--- config.mk ---
export PLATFORM = sky130hd
export DESIGN_NAME = key_display_ctrl
export DESIGN_NICKNAME = d
export VERILOG_FILES = /design/src/rtl/key_display_ctrl.sv
export SDC_FILE = /design/constraint.sdc
export NUM_CORES = 1
export LEC_CHECK = 0
export BUFFER_PORTS_ARGS = -buffer_cell sky130_fd_sc_hd__buf_4
export CELL_PAD_IN_SITES_DETAIL_PLACEMENT = 1
export CELL_PAD_IN_SITES_GLOBAL_PLACEMENT = 1
export CORE_MARGIN = 3
export CORE_UTILIZATION = 43
export DETAILED_ROUTE_END_ITERATION = 8
export GPL_TIMING_DRIVEN = 0
export PLACE_DENSITY = 0.75
export SLEW_MARGIN = 20
export SYNTH_ARGS = -nofsm -noshare
export SYNTH_HDL_FRONTEND = slang
export SYNTH_SLANG_ARGS = --single-unit
--- constraint.sdc ---
create_clock -name clk -period 2.6 [get_ports clk]
set_input_delay 0.39 -clock clk [delete_from_list [all_inputs] [get_ports clk]]
set_output_delay 0.39 -clock clk [all_outputs]
set_load 0.03 [all_outputs]
--- src/rtl/key_display_ctrl.sv ---
// key_display_ctrl
//   Takes keys from the keypad scanner's one-cycle valid_key handshake and
//   keeps a two-digit history (newest on the right, previous on the left).
//   Drives a dual common-anode seven-segment display by time-multiplexing
//   the two digits. A dark interval between the digits suppresses ghosting.
//
// Ports
//   clk          in   system clock
//   reset        in   synchronous, active-high reset
//   digit[3:0]   in   hex value of the key; only sampled on a capture cycle
//   valid_key    in   key-accepted strobe; a rising edge captures digit
//   seg[6:0]     out  segments {g,f,e,d,c,b,a}, active-low
//   an[1:0]      out  anode enables, active-low (an[1] left, an[0] right)
//   left_digit   out  older stored key (debug)
//   right_digit  out  newest stored key (debug)
module key_display_ctrl #(
  parameter int REFRESH_DIV  = 24000,
  parameter int BLANK_CYCLES = 480
) (
  input  logic       clk,
  input  logic       reset,
  input  logic [3:0] digit,
  input  logic       valid_key,
  output logic [6:0] seg,
  output logic [1:0] an,
  output logic [3:0] left_digit,
  output logic [3:0] right_digit
);

  localparam int MAX_LEN = (REFRESH_DIV > BLANK_CYCLES) ? REFRESH_DIV : BLANK_CYCLES;
  localparam int CW      = $clog2(MAX_LEN) + 1;
  localparam logic [CW-1:0] SHOW_LAST  = CW'(REFRESH_DIV - 1);
  localparam logic [CW-1:0] BLANK_LAST = CW'(BLANK_CYCLES - 1);

  typedef enum logic [1:0] {
    BLANK_L = 2'd0,
    SHOW_L  = 2'd1,
    BLANK_R = 2'd2,
    SHOW_R  = 2'd3
  } state_t;

  state_t          state, state_nxt;
  logic [CW-1:0]   cnt, cnt_nxt, cnt_last;
  logic            valid_prev;
  logic            capture;
  logic [3:0]      left_nxt, right_nxt;
  logic [6:0]      seg_nxt;
  logic [1:0]      an_nxt;

  function automatic logic [6:0] hex7(input logic [3:0] v);
    logic [6:0] s;
    case (v)
      4'h0: s = 7'h40;  4'h1: s = 7'h79;  4'h2: s = 7'h24;  4'h3: s = 7'h30;
      4'h4: s = 7'h19;  4'h5: s = 7'h12;  4'h6: s = 7'h02;  4'h7: s = 7'h78;
      4'h8: s = 7'h00;  4'h9: s = 7'h10;  4'hA: s = 7'h08;  4'hB: s = 7'h03;
      4'hC: s = 7'h46;  4'hD: s = 7'h21;  4'hE: s = 7'h06;  default: s = 7'h0E;
    endcase
    return s;
  endfunction

  always_comb begin
    // Only a rising edge of the strobe captures, so a held strobe shifts once.
    capture   = valid_key & ~valid_prev;
    left_nxt  = capture ? right_digit : left_digit;
    right_nxt = capture ? digit       : right_digit;

    cnt_last  = (state == SHOW_L || state == SHOW_R) ? SHOW_LAST : BLANK_LAST;
    state_nxt = state;
    cnt_nxt   = cnt + CW'(1);
    if (cnt == cnt_last) begin
      cnt_nxt = '0;
      case (state)
        BLANK_L: state_nxt = SHOW_L;
        SHOW_L:  state_nxt = BLANK_R;
        BLANK_R: state_nxt = SHOW_R;
        default: state_nxt = BLANK_L;
      endcase
    end

    // Outputs are registered from the next state and next digits, so they
    // behave exactly like a Moore decode of the registers (a capture during
    // SHOW is visible the cycle after its edge) while coming from flops.
    an_nxt  = 2'b11;
    seg_nxt = 7'h7F;
    case (state_nxt)
      SHOW_L: begin an_nxt = 2'b01; seg_nxt = hex7(left_nxt);  end
      SHOW_R: begin an_nxt = 2'b10; seg_nxt = hex7(right_nxt); end
      default: ;
    endcase
  end

  always_ff @(posedge clk) begin
    if (reset) begin
      state       <= BLANK_L;
      cnt         <= '0;
      left_digit  <= 4'h0;
      right_digit <= 4'h0;
      // Starting "high" means a strobe held across reset release is ignored.
      valid_prev  <= 1'b1;
      an          <= 2'b11;
      seg         <= 7'h7F;
    end else begin
      state       <= state_nxt;
      cnt         <= cnt_nxt;
      left_digit  <= left_nxt;
      right_digit <= right_nxt;
      valid_prev  <= valid_key;
      an          <= an_nxt;
      seg         <= seg_nxt;
    end
  end

endmodule
Yosys cells after proc, flatten, opt, wreduce, memory -nomap -nowiden. Memories as Yosys holds them, arrays and structs flattened. Cells that the tools add are included.

Register bits: 36. Latch bits: 0. Memory bits (writable): 0. Memory bits (read-only): 224. Input port bits: 7. Output and inout port bits: 17. Word-level logic and storage cells: 28. Memories kept: 2.

Memory list: (no name shown) (words 16, bits a word 7, rd ports 1, clocked after Yosys merged registers in 0, write ports 0, line 52) `case (v)`; (no name shown) (words 16, bits a word 7, rd ports 1, clocked after Yosys merged registers in 0, write ports 0, line 52).

Add/subtract/negate cells: 1. Multipliers: 0. Div/mod/pow operators: 0. Magnitude comparators: 0. Equality and inequality tests: 6. Shifts and indexed selects: 0. Mux-type cells: 7. Bitwise gates (word level): 2. Reduce and logical (&&, ||, !) cells: 3.

Operators by type and width (count): 16-bit by 1-bit adder with 16-bit output (second input constant) (1); 16-bit by 15-bit == test with 1-bit output (1); 15-bit 2-to-1 mux (1); 7-bit case mux with 2 select lines (1); 4-bit 2-to-1 mux (2); 2-bit == test (second input constant) (3); 2-bit case mux with 3 select lines (1); 2-bit by 1-bit == test with 1-bit output (second input constant) (2); 2-bit case mux with 2 select lines (1); 2-bit logical NOT (1); 2-bit 2-to-1 mux (1); 2-bit OR reduction (1); 1-bit AND (1); 1-bit logical OR (1); 1-bit NOT (1).

Depth between registers and ports, before layout. Gate-level depths: netlist of run 1.

Depth in word-level cells: 7. Gate-level depth with buffers: 8.

Least setup slack after synthesis of run 1. Ideal clock, no wire load.

Path type: input to register. Start: in valid_key. End: reg seg[1]. Setup time: 0.131 ns. Arrival time: 1.907 ns. Required time: 2.469 ns. Slack: 0.563 ns. Stages on the path: 6. Path buffers: 1. Path through: nor2b_1 > clkbuf_1 > mux2i_1 > a211oi_1 > a2111oi_0 > o21ai_1.

Word-level cells in the longest chain between the ends: 4. Elaborated cells on any way between the ends: 6. Classes of those cells: mux (3); bitwise (1); memory (2).

RTL lines: start: declaration (line 23) `input logic valid_key,`; 1-bit AND (*) (line 63) `capture = valid_key & ~valid_prev;`; 4-bit 2-to-1 mux, on equally long branches (line 65, 64); memory 16 x 7 bit; 7-bit case mux with 2 select lines (*) (line 85) `case (state_nxt)`; end signal: assignment (line 109) `seg <= seg_nxt;`; end: declaration (line 24) `output logic [6:0] seg,`.

Every way passes the cells marked *; elsewhere a longest branch is shown, timed or not. A chain may end at the register's enable or synchronous reset.

Final worst setup path of run 1.
Start: reg valid_prev. End: reg seg[1].

Word-level cells in the longest chain between the ends: 5. Elaborated cells on any way between the ends: 7. Classes of those cells: mux (3); bitwise (2); memory (2).

RTL lines: start: declaration (line 44) `logic valid_prev;`; start signal: assignment (line 107) `valid_prev <= valid_key;`; 1-bit NOT (*) (line 63); 1-bit AND (*) (line 63); 4-bit 2-to-1 mux, on equally long branches (line 65, 64); memory 16 x 7 bit; 7-bit case mux with 2 select lines (*) (line 85).

Marks and branches as above.

==> results of run 1 <==
## where the power goes
group	leakage [nW]	internal (W)	switching, W
combinational	0.578	0.0000558	0.0000903
sequential	0.292	0.000570	0.0000124
clock	0.0410	0.000182	0.000193
total	0.912	0.000808	0.000296
## how the worst max path moves through the flow
stage          startpoint      to  cells past startpoint
2_1_floorplan   valid_key  seg[1]                      6
3_3_place_gp    valid_key  seg[1]                      7
3_5_place_dp    valid_key  seg[1]                      7
4_1_cts        valid_prev  seg[5]                      7
5_1_grt        valid_prev  seg[1]                      7
6_report       valid_prev  seg[1]                      7
## logic make-up after synthesis
group                    count (synthesis)
AO/OA/AOI/OAI                           38
XOR/XNOR                                17
adder cells (fa/ha/maj)                  3
buffers and inverters                   16
flip-flops                              36
multiplexers                            14
AND/OR/NAND/NOR                        105
## layer usage
| layer | vias to the layer above | part of all wire | track usage |
|---|---|---|---|
| li1 | 862 | - | - |
| met1 | 820 | 0.46 | 0.238 |
| met2 | 13 | 0.51 | 0.341 |
| met3 | 5 | 0.020 | 0.0372 |
| met4 | 0 | 0.012 | 0.0553 |
| met5 | - | 0 | 0 |
## cell usage after synthesis (all sizes together) (5+ instances only)
master,number,area [µm²]
a211oi,7,52.6
buf,5,31.3
clkbuf,6,23.8
dfxtp,36,721
inv,5,18.8
mux2i,10,113
nand2,23,86.3
nand4,6,37.5
nor2,39,146
nor3,8,40.0
o21ai,14,73.8
xor2,13,114
## flip-flops by register name, indices dropped and copies added (netlist names)
register,count
cnt,16
seg,7
right_digit,4
state,2
an,2
left_digit,4
valid_prev,1
## through the flow
step                hold slack [ns]  cells  worst slack, ns
global placement              0.432    302           0.0209
CTS                           0.324    309            0.167
detailed placement            0.445    302           0.0338
floorplan                     0.413    229            0.563
finish                        0.333    309            0.257
global route                  0.338    309           0.0254
## layout make-up
class | count | area (µm²) | share of cell area
Inverter | 5 | 18.8 | 0.00827
Tap cell | 50 | 62.6 | 0.0276
Timing Repair Buffer | 23 | 173 | 0.0761
Buffer | 11 | 55.1 | 0.0243
Sequential cell | 36 | 721 | 0.318
Multi-Input combinational cell | 177 | 1160 | 0.512
Clock inverter | 1 | 5.00 | 0.00221
Clock buffer | 6 | 72.6 | 0.0320
==> impl_summary.md, run 1 <==
Drt
The final wirelength is 4.75 mm. The average routed wire per standard cell is 15.4 µm. Across all layers, the routed design uses 1700 vias. The number of DRC violations after detailed-routing iteration 0 is 33.

Once detail routing completed, the nets flagged for antenna violations numbered 0. In the routed layout, each cell is associated on average with a via count of 5.50. The first detailed-routing pass took 4 iterations. For this run, design rule violations remaining after detail routing come to 0.

CTS
The clock transition at the registers of the reported paths is around 0.07 ns. The number of instances resized during post-cts repair is 0. Clock tree synthesis inserted a total of 5 buffers. The root cell of the clock tree is clkbuf_8.

The buffers inserted during post-CTS setup optimization is 0. For the worst-skew pair, the clock arrives at the later sink with an insertion delay of 0.28 ns. The TritonCTS clock tree is built. The clock net in this run drives a total of 36 sinks. In this run the deepest clock path goes through 2 buffers. The H-tree depth is 2. The number of hold buffers added after CTS was 0.

Timing
Setup repair after global routing left no endpoint under its margin. The hold violation count in the final report was 0. For the final database, setup skew stands at ~0.0064 ns. The highest clock frequency the design can meet is 427 MHz. At the pin with the least slew margin, the transition time is 0.687 ns. Measured against its own limit, the worst slew margin works out to 0.529.

The worst path needs 2.34 ns of the cycle, external delays included. The number of max-slew violations in the final report is 0. In the finished design, the share of the clock period the worst path needs comes to 0.901. Setup total negative slack on the finished layout was measured at 0 ns. The count of final setup violators is 0.

Power
Across the VDD grid, the largest voltage drop is 0.000221 V. The analysis attributes to cell leakage a power of 0.912 nW. The design draws 0.00110 W. The power density of the placed cells is 487 nW/µm².

Cells and area
Leaving out fill and tap cells, the most frequent cell in the layout is nor2_1. Once layout is complete, the utilization of the core stands at 0.544. The synthesis-to-finish area growth is 16.7%. The number of diodes is 0. The filler cell count in the final layout is 520. In the final layout, the share of cells above drive strength 1 is 0.197. In the layout the commonest cells are 39 x nor2_1, 36 x dfxtp_1, 23 x nand2_1, 23 x buf_4, 13 x xor2_1.

The finished cells cover 2270 µm². The post-layout net count is 269.

Yosys
After synthesis the cells add up to 1940 µm². Synthesis produced a netlist whose cell count is 229. The xor/xnor cell area share of the yosys netlist is 0.0766. Counting flops and latches in the post-synthesis netlist gives 36. The area share of fa/ha/maj cells after synthesis is 0.0193. The synthesized area per cell is around 8.5 µm². The number of synthesized flops with an enable pin is 0.

In the synthesized netlist the async set-or-reset flop fraction comes to 0. The fraction of the mapped netlist area in compound gates came to 0.138. The prevailing post-synth register cell is dfxtp_1.

The synthesized-area fraction occupied by and/or/nand/nor cells is 0.274. The post-synthesis cell type count is 51. The proportion of synthesized area in mux cells is 0.0831.

The number of nets in the synthesized netlist is between 200 and 250. After synthesis, the largest family of logic cells by area is simple AND/OR/NAND/NOR gates. Of the synthesized area, sequential elements account for 0.371. During synthesis, Yosys emitted a total of 0 warnings.

Hold path
For hold timing, the worst endpoint is valid_prev. In this run the most critical hold path is launched from valid_key. The min-delay analysis places its worst path in the category primary input to flop.

The number of cells traversed by the worst hold path is 2.

Setup path
The buffer and inverter count on the worst path is 2. The kind of launch point of the worst setup path is a flop. In this run the critical register-to-register path is captured at seg[1].

The signal on the critical path passes through nand2b_1, buf_2, buf_2, mux2i_1, a211oi_1, a2111oi_0, o21ai_1. The worst setup path is captured at a flop. The launch point of the worst reg-to-reg path is valid_prev. The cell with the most instances on the worst path is buf_2. The largest single stage delay on the critical path is around 0.53 ns. Across all register-to-register paths, the minimum setup slack is 0.26 ns. The critical path is of the flop to flop type. The slowest stage of the critical path belongs to the cell mux2i_1. The family with the most delay on the worst path is compound AO/OA/AOI/OAI gates.

At the worst endpoint, the required time is 2.75 ns. The critical path data arrival time is about 2.5 ns. The critical-path maximum fanout is 10.

Counting cells, the worst reg-to-reg path comes to 7.

Global routing
The via count of the first global-routing pass came to ~1700. For this run, the total global-route usage over all layers was measured as 0.194. The initial antenna violation count is 0. The wire length of the first global-routing pass is 8.05 mm. The overflow left after global routing is 0. Entering global routing, the biggest net connects 11 pins.

Placed design
The count of input and output buffers is 23. At the end of routability-driven placement, the weighted congestion stood at roughly 0.80. Once detailed placement completed, the half-perimeter wirelength came to approximately 3.5 mm. The instance area at placement is ~2200 µm².

Floorplan
The area of the placeable core is 4170 µm². The die span in y is between 70 and 80 µm. The area of the die is 5360 µm². The number of top-level pins is 24. In this run the core area contains 23 standard-cell rows.

The die width is ~73 µm. The starting density of the core is 0.466.

Run
The number of max-capacitance violations reported is 0.

Status
The run finished with clean final reports.
Power figures use the tool's default switching activity.
==> run 2, diff against run 1 <==
Settings changed: SETUP_SLACK_MARGIN set to 0.5.
==> impl_summary.md, run 2 (same netlist as run 1, synthesis figures left out) <==
CTS
The number of buffers created by CTS is 5 (unchanged). The clock transition at the registers of the reported paths is 0.07 ns (about the same). The insertion delay to the later sink of the worst-skew pair is 0.28 ns (about the same).

The number of buffers between clock root and the deepest sink is 2 (unchanged). The total number of clock tree sinks was 36 (unchanged). The root cell of the clock tree is clkbuf_8 (unchanged). The H-tree depth is 2 (unchanged). The number of buffers added to fix hold violations after cts is 0 (unchanged). The TritonCTS clock tree is built (unchanged).

Floorplan
The area of the die came to 5360 µm² (unchanged). The starting density of the core is 0.466 (unchanged). The number of cell rows came to 23 (unchanged). The die span in y is 73.2 µm (unchanged). The area of the placeable core was 4170 µm² (unchanged). The number of top-level pins is 24 (unchanged).

The die width came to 73.2 µm (unchanged).

Timing
The number of max-slew violations in the final report is 0 (unchanged). The count of final setup violators is 0 (unchanged). The transition time of the tightest slew-check pin is 0.517 ns (was 0.687 ns). The worst slew margin relative to its limit is 0.655 (was 0.529). The worst hold-check slack was 0.336 ns (was 0.333 ns).

Unrepaired setup endpoints after global routing: true (was false). The final worst clock skew came to 0.00669 ns (was 0.00636 ns). The time the worst path needs with I/O delays and setup came to 2.15 ns (was 2.34 ns). The total negative slack for setup checks was 0 ns (unchanged). The highest clock frequency the design can meet came to 465 MHz (was 427 MHz). The hold violation count in the final report is 0 (unchanged). The ratio of final minimum period to clock period is 0.828 (was 0.901).

Cells and area
The number of flip-flops in the largest register is 16 (unchanged). The post-layout net count is 278 (was 269). The filler cell count in the final layout came to 504 (was 520).

The synthesis-to-finish area growth was 27.8% (was 16.7%). The fraction of final layout cells with drive strength greater than 1 is 0.276 (was 0.197). The most frequent standard cell in the layout excluding fill and tap cells is nor2_1 (unchanged). The largest register by flop count is cnt (unchanged). Commonest cells after routing, fill and taps aside: 38 x nor2_1, 35 x dfxtp_1, 32 x buf_4 (was 39 x nor2_1, 36 x dfxtp_1, 23 x nand2_1, 23 x buf_4, 13 x xor2_1). Leading registers by flop count: cnt: 16 flops, seg: 7 flops (unchanged). The number of diodes was 0 (unchanged).

Global routing
The overflow left after global routing is 0 (unchanged). The via count of the first global-routing pass was 1747 (was 1724). The initial antenna violation count came to 0 (unchanged). The wire length of the first global-routing pass was 8.42 mm (was 8.05 mm). The overall fraction of global-route tracks in use was 0.204 (was 0.194). The largest net degree at the start of global routing is 11 (unchanged).

Power
The switching share of power is 0.274 (was 0.268). The total internal power came to 0.000822 W (was 0.000808 W). The part of the power in combinational logic is 0.154 (was 0.132). The leakage power figure is 0.958 nW (was 0.912 nW).

The sequential group share of total power came to 0.515 (was 0.527). The peak ir drop on the vdd network is 0.000231 V (was 0.000221 V). The portion of total power attributed to the clock network was 0.331 (was 0.340). The switching component of the power is 0.000311 W (was 0.000296 W). The power density of the placed cells is 456 nW/µm² (was 487 nW/µm²).

Setup path
The required time at the worst-slack endpoint was 2.76 ns (was 2.75 ns). The family with the most delay on the worst path is simple AND/OR/NAND/NOR gates (was compound AO/OA/AOI/OAI gates). CP cell instances: buf_6, or4b_4, nor4_4, o21ai_2, mux2_4, a311oi_2, o21ai_1 (was nand2b_1, buf_2, buf_2, mux2i_1, a211oi_1, a2111oi_0, o21ai_1). The kind of launch point of the worst setup path is a flop (unchanged).

The largest incremental delay on the critical path is 0.56 ns (was 0.53 ns). The kind of end point of the critical path is a flop (unchanged). The critical path data arrival time is 2.31 ns (was 2.50 ns). The class of the most critical setup path is flop to flop (unchanged).

The highest-delay cell along the critical path is or4b_4 (was mux2i_1). The buffer and inverter count on the worst path is 1 (was 2). The critical-path maximum fanout came to 6 (was 10).

Placed design
The count of input and output buffers is 23 (unchanged). The placed wire-length estimate after detailed placement is 3.52 mm (unchanged). The final estimated routing congestion in global placement is 0.803 (unchanged).

Drt
The remaining routing DRC violations is 0 (unchanged). The final wirelength is 5.29 mm (was 4.75 mm). The remaining number of nets flagged by the antenna check after routing is 0 (unchanged). The average via count per standard cell is 5.64 (was 5.50). The number of detailed-route iterations in the first pass is 4 (unchanged).

The number of DRC violations after detailed-routing iteration 0 came to 62 (was 33). The average routed wire per standard cell is 16.6 µm (was 15.4 µm). The count of vias placed by the detailed router is 1795 (was 1700).

Status
Outcome: completed (unchanged).

Run
The number of max-capacitance violations reported is 0 (unchanged).

Hold path
The worst min-delay path category is primary input to flop (unchanged).
## run 2: cell count changes in the layout (fill, tap and decap cells not counted), moves of 2 or more
cell	delta
a21oi_4	+2
buf_2	-3
buf_4	+9
buf_6	+2
clkbuf_1	-3
clkbuf_2	+3
mux2i_1	-5
mux2i_4	+6
o21ai_0	-2
o21ai_1	+2
## run 2: routing by layer
metal / global-route usage / wire length [µm] / vias up
met5: 0 / 0 / -
met1: 0.249 / 2360 / 883
li1: - / - / 882
met4: 0.0533 / 57 / 0
met2: 0.361 / 2750 / 25
met3: 0.0427 / 119 / 5
## run 2: final timing paths
| kind | from | end | slack [ns] | cells past startpoint |
|---|---|---|---|---|
| worst max-delay path | cnt[5] | seg[6] | 0.45 | 7 |
| worst min-delay path | valid_key | valid_prev | 0.34 | 2 |
| worst min register to register | cnt[0] | cnt[0] | 0.45 | 1 |
| worst max register to register | cnt[5] | seg[6] | 0.45 | 7 |
## run 2: metrics by stage
stage / instances / area [µm²] / setup slack [ns] / total power (W) / utilization
finish: 318 / 2480 / 0.447 / 0.00113 / 0.595
global route: 318 / 2480 / 0.364 / 0.00120 / 0.595
CTS: 313 / 2360 / 0.455 / 0.00113 / 0.566
detailed placement: 302 / 2180 / 0.0338 / 0.000740 / 0.522
global placement: 302 / 2180 / 0.0209 / 0.000736 / 0.522
floorplan: 229 / 1940 / 0.563 / 0.000687 / -
## run 2: final cells by class
cell class / instances / area, µm² / share of cell area
buffer: 11 / 73.8 / 0.0297
clock buffer: 6 / 72.6 / 0.0292
clock inverter: 1 / 5.00 / 0.00202
inverter: 5 / 18.8 / 0.00756
multi-input combinational: 178 / 1290 / 0.522
sequential: 36 / 722 / 0.291
tap: 50 / 62.6 / 0.0252
timing repair buffer: 31 / 233 / 0.0937
## run 2: power groups by stage
stage	Clock, W	Sequential, W	Combinational [W]
floorplan	0	0.000617	0.0000704
global placement	0	0.000594	0.000142
detailed placement	0	0.000595	0.000146
CTS	0.000391	0.000583	0.000158
global route	0.000424	0.000586	0.000188
finish	0.000375	0.000584	0.000174
## run 2: timing repair
| action | CTS | global route |
|---|---|---|
| resized for setup | 16 | 22 |
| gates cloned | 1 | 0 |
| endpoints found under the setup margin | 20 | 19 |
| hold endpoints to repair | 0 | 0 |
| pin swaps | 2 | 2 |
| setup buffers | 3 | 5 |
==> run 3, diff against run 2 <==
Settings changed: ABC_AREA set to 1, CORE_UTILIZATION 43 to 41, PLACE_DENSITY 0.75 to 0.74.
Clock period 2.6 ns to 2.2 ns, I/O delays scaled along.
==> impl_summary.md, run 3 <==
Run
The number of max-capacitance violations reported was 0 (unchanged).

Yosys
The post-synthesis sequential element count is 36 (unchanged). The most frequently used cell type in the post-synthesis netlist is nand2_1 (was nor2_1). The top-area cell type share of the netlist area is 0.342 (was 0.371).

The net count after synthesis is 316 (was 239). The part of the Yosys area used for sequential elements is 0.342 (was 0.371). The number of synthesized flops with an enable pin was 0 (unchanged). The share of async-settable or async-resettable flops after synthesis is 0 (unchanged). The post-synthesis cell type count is 32 (was 51). Cell types with the largest area share after synthesis: dfxtp_1 34%, nand2_1 15%, inv_1 5.7%, nor2_1 5.7%, nand2_2 4.8% (was dfxtp_1 37%, nor2_1 7.5%, xor2_1 5.9%, mux2i_1 4.6%, nand2_1 4.4%). The library cell occupying the most area in the post-synthesis netlist was dfxtp_1 (unchanged).

The synthesized area per cell came to 6.89 µm² (was 8.49 µm²). The count of synthesis-stage warnings from yosys is 0 (unchanged). The prevailing post-synth register cell is dfxtp_1 (unchanged). The synthesized area is 2110 µm² (was 1940 µm²). The cell count after synthesis is 306 (was 229).

Commonest cells in the netlist: 83 x nand2_1, 36 x dfxtp_1, 32 x inv_1, 32 x nor2_1, 20 x nand3_1 (was 39 x nor2_1, 36 x dfxtp_1, 23 x nand2_1).

Drt
The average via count per standard cell came to 4.95 (was 5.64). The final wirelength is 5.58 mm (was 5.29 mm). The number of detailed-route iterations in the first pass is 4 (unchanged). The number of DRC violations after detailed-routing iteration 0 is 52 (was 62).

The count of vias placed by the detailed router came to 2006 (was 1795). The remaining routing DRC violations is 0 (unchanged). The average routed wire per standard cell was 13.8 µm (was 16.6 µm).

The remaining number of nets flagged by the antenna check after routing is 0 (unchanged).

Power
The switching component of the power is 0.000378 W (was 0.000311 W). The total internal power is 0.00101 W (was 0.000822 W). The portion of total power attributed to the clock network was 0.370 (was 0.331). The peak ir drop on the vdd network is 0.000285 V (was 0.000231 V). The sequential group share of total power is 0.488 (was 0.515). The switching share of power is 0.272 (was 0.274). The part of the power in combinational logic came to 0.142 (was 0.154). The power density of the placed cells is 539 nW/µm² (was 456 nW/µm²). The leakage power figure came to 1.09 nW (was 0.958 nW).

Cells and area
The final standard cell area without fillers was 2580 µm² (was 2480 µm²). Leading registers by flop count: cnt: 16 flops, seg: 7 flops (unchanged). The number of flip-flops in the largest register came to 16 (unchanged).

The post-layout net count is 348 (was 278). Commonest cells after routing, fill and taps aside: 80 x nand2_1, 31 x inv_1, 31 x nor2_1 (was 38 x nor2_1, 35 x dfxtp_1, 32 x buf_4). The fraction of final layout cells with drive strength greater than 1 is 0.305 (was 0.276). The number of diodes is 0 (unchanged). The most frequent standard cell in the layout excluding fill and tap cells is nand2_1 (was nor2_1). The largest register by flop count is cnt (unchanged). The synthesis-to-finish area growth is 22.3% (was 27.8%).

Floorplan
The area of the die is 6030 µm² (was 5360 µm²). The number of cell rows is 25 (was 23). The area of the placeable core was 4850 µm² (was 4170 µm²).

The die width is 77.7 µm (was 73.2 µm). The die span in y came to 77.7 µm (was 73.2 µm). The number of top-level pins was 24 (unchanged). The starting density of the core is 0.435 (was 0.466).

CTS
The root cell of the clock tree is clkbuf_8 (unchanged). The number of buffers created by CTS is 5 (unchanged). The insertion delay to the later sink of the worst-skew pair is 0.29 ns (was 0.28 ns). The number of buffers between clock root and the deepest sink is 2 (unchanged). The clock transition at the registers of the reported paths came to 0.08 ns (was 0.07 ns).

The H-tree depth was 2 (unchanged). The total number of clock tree sinks was 36 (unchanged). The TritonCTS clock tree was built (unchanged).

Setup path
The class of the most critical setup path is flop to flop (unchanged). The critical-path maximum fanout was 5 (was 6). The kind of launch point of the worst setup path is a flop (unchanged). The critical path data arrival time came to 1.76 ns (was 2.31 ns).

The required time at the worst-slack endpoint is 2.37 ns (was 2.76 ns). The kind of end point of the critical path was a flop (unchanged).

Timing
The total negative slack for setup checks is 0 ns (unchanged). The number of max-slew violations in the final report is 0 (unchanged). The final worst clock skew came to 0.0111 ns (was 0.00669 ns). The hold violation count in the final report came to 0 (unchanged). Unrepaired setup endpoints after global routing: true (unchanged). The worst slew margin relative to its limit is 0.626 (was 0.655).

The highest clock frequency the design can meet was 627 MHz (was 465 MHz). The count of final setup violators came to 0 (unchanged). The time the worst path needs with I/O delays and setup came to 1.59 ns (was 2.15 ns).

The ratio of final minimum period to clock period is 0.724 (was 0.828). The transition time of the tightest slew-check pin is 0.561 ns (was 0.517 ns).

Global routing
The wire length of the first global-routing pass is 9.51 mm (was 8.42 mm). The overflow left after global routing is 0 (unchanged). The via count of the first global-routing pass was 2017 (was 1747). The initial antenna violation count came to 0 (unchanged). The largest net degree at the start of global routing came to 11 (unchanged). The overall fraction of global-route tracks in use came to 0.196 (was 0.204).

Placed design
The placed wire-length estimate after detailed placement was 4.32 mm (was 3.52 mm). The final estimated routing congestion in global placement came to 0.826 (was 0.803). The instance area at placement is 2360 µm² (was 2180 µm²). The count of input and output buffers is 22 (was 23).

Hold path
The worst min-delay path category is primary input to flop (unchanged).

Status
Outcome: completed (unchanged).
## run 3: cell count changes in the layout (fill, tap and decap cells not counted), sizes merged, moves of 7 or more
| cell | change |
|---|---|
| nand2 | +79 |
| inv | +32 |
| nand3 | +20 |
| mux2i | -10 |
| xor2 | -10 |
| buf | -9 |
| a21oi | +8 |
| a211oi | -7 |
| o21ai | +7 |
## run 3: path summary, 6_finish.rpt
kind	from	end	slack (ns)	depth (start not counted)
max	cnt[0]	seg[2]	0.61	12
min	digit[0]	right_digit[0]	0.32	3
max reg2reg	cnt[0]	seg[2]	0.61	12
min reg2reg	cnt[0]	cnt[0]	0.45	1
## run 3: cells by family after synthesis
| family | Yosys count | synth area share |
|---|---|---|
| AO/OA/AOI/OAI | 37 | 0.113 |
| XOR/XNOR | 3 | 0.0125 |
| adder cells (fa/ha/maj) | 3 | 0.0178 |
| buffers and inverters | 41 | 0.0825 |
| flip-flops | 36 | 0.342 |
| AND/OR/NAND/NOR | 186 | 0.432 |
## run 3: critical path, stage by stage (launching register included)
cell	delay, ns
dfxtp_4	0.37
ha_4	0.16
nand2_1	0.07
inv_2	0.07
nand3_2	0.09
nor2_4	0.12
nand3_1	0.08
nand2_1	0.08
nand2_2	0.08
nor2_4	0.15
nand2_1	0.06
nand2_1	0.08
nand2_1	0.05
## run 3: layout make-up
class / count / area, µm²
fill: 651 / 2270
clock buffer: 7 / 96.3
buffer: 3 / 31.3
multi-input combinational: 229 / 1300
timing repair buffer: 25 / 188
inverter: 38 / 143
tap: 67 / 83.8
sequential: 36 / 734
## run 3: power groups by stage
stage          clock [W]  sequential (W)  combinational (W)
2_1_floorplan          0        0.000699           0.000124
3_3_place_gp           0        0.000690           0.000185
3_5_place_dp           0        0.000690           0.000190
4_1_cts         0.000534        0.000677           0.000193
5_1_grt         0.000570        0.000679           0.000223
6_report        0.000514        0.000678           0.000197
## run 3: repair_timing
action / CTS / global route
cloned: 0 / 0
endpoints found under the setup margin: 20 / 19
setup buffers: 0 / 3
pin swaps: 1 / 12
resized for setup: 7 / 21
hold buffers: 0 / 0
## run 3: metrics by stage
| stage | utilization | hold slack [ns] | instances | setup slack [ns] | power (W) |
|---|---|---|---|---|---|
| after global placement | 0.486 | 0.442 | 395 | 0.384 | 0.000875 |
| final | 0.531 | 0.322 | 405 | 0.606 | 0.00139 |
| after detailed placement | 0.486 | 0.452 | 395 | 0.363 | 0.000880 |
| after global routing | 0.531 | 0.338 | 405 | 0.474 | 0.00147 |
| after floorplan | - | 0.429 | 306 | 0.696 | 0.000824 |
| after CTS | 0.513 | 0.296 | 402 | 0.526 | 0.00140 |
## run 3: per-layer routing
metal,vias up,global-route usage,routed length (µm)
li1,1039,-,-
met3,6,0.0383,158
met1,937,0.268,2770
met4,0,0.0534,65
met5,-,0,0
met2,24,0.313,2580
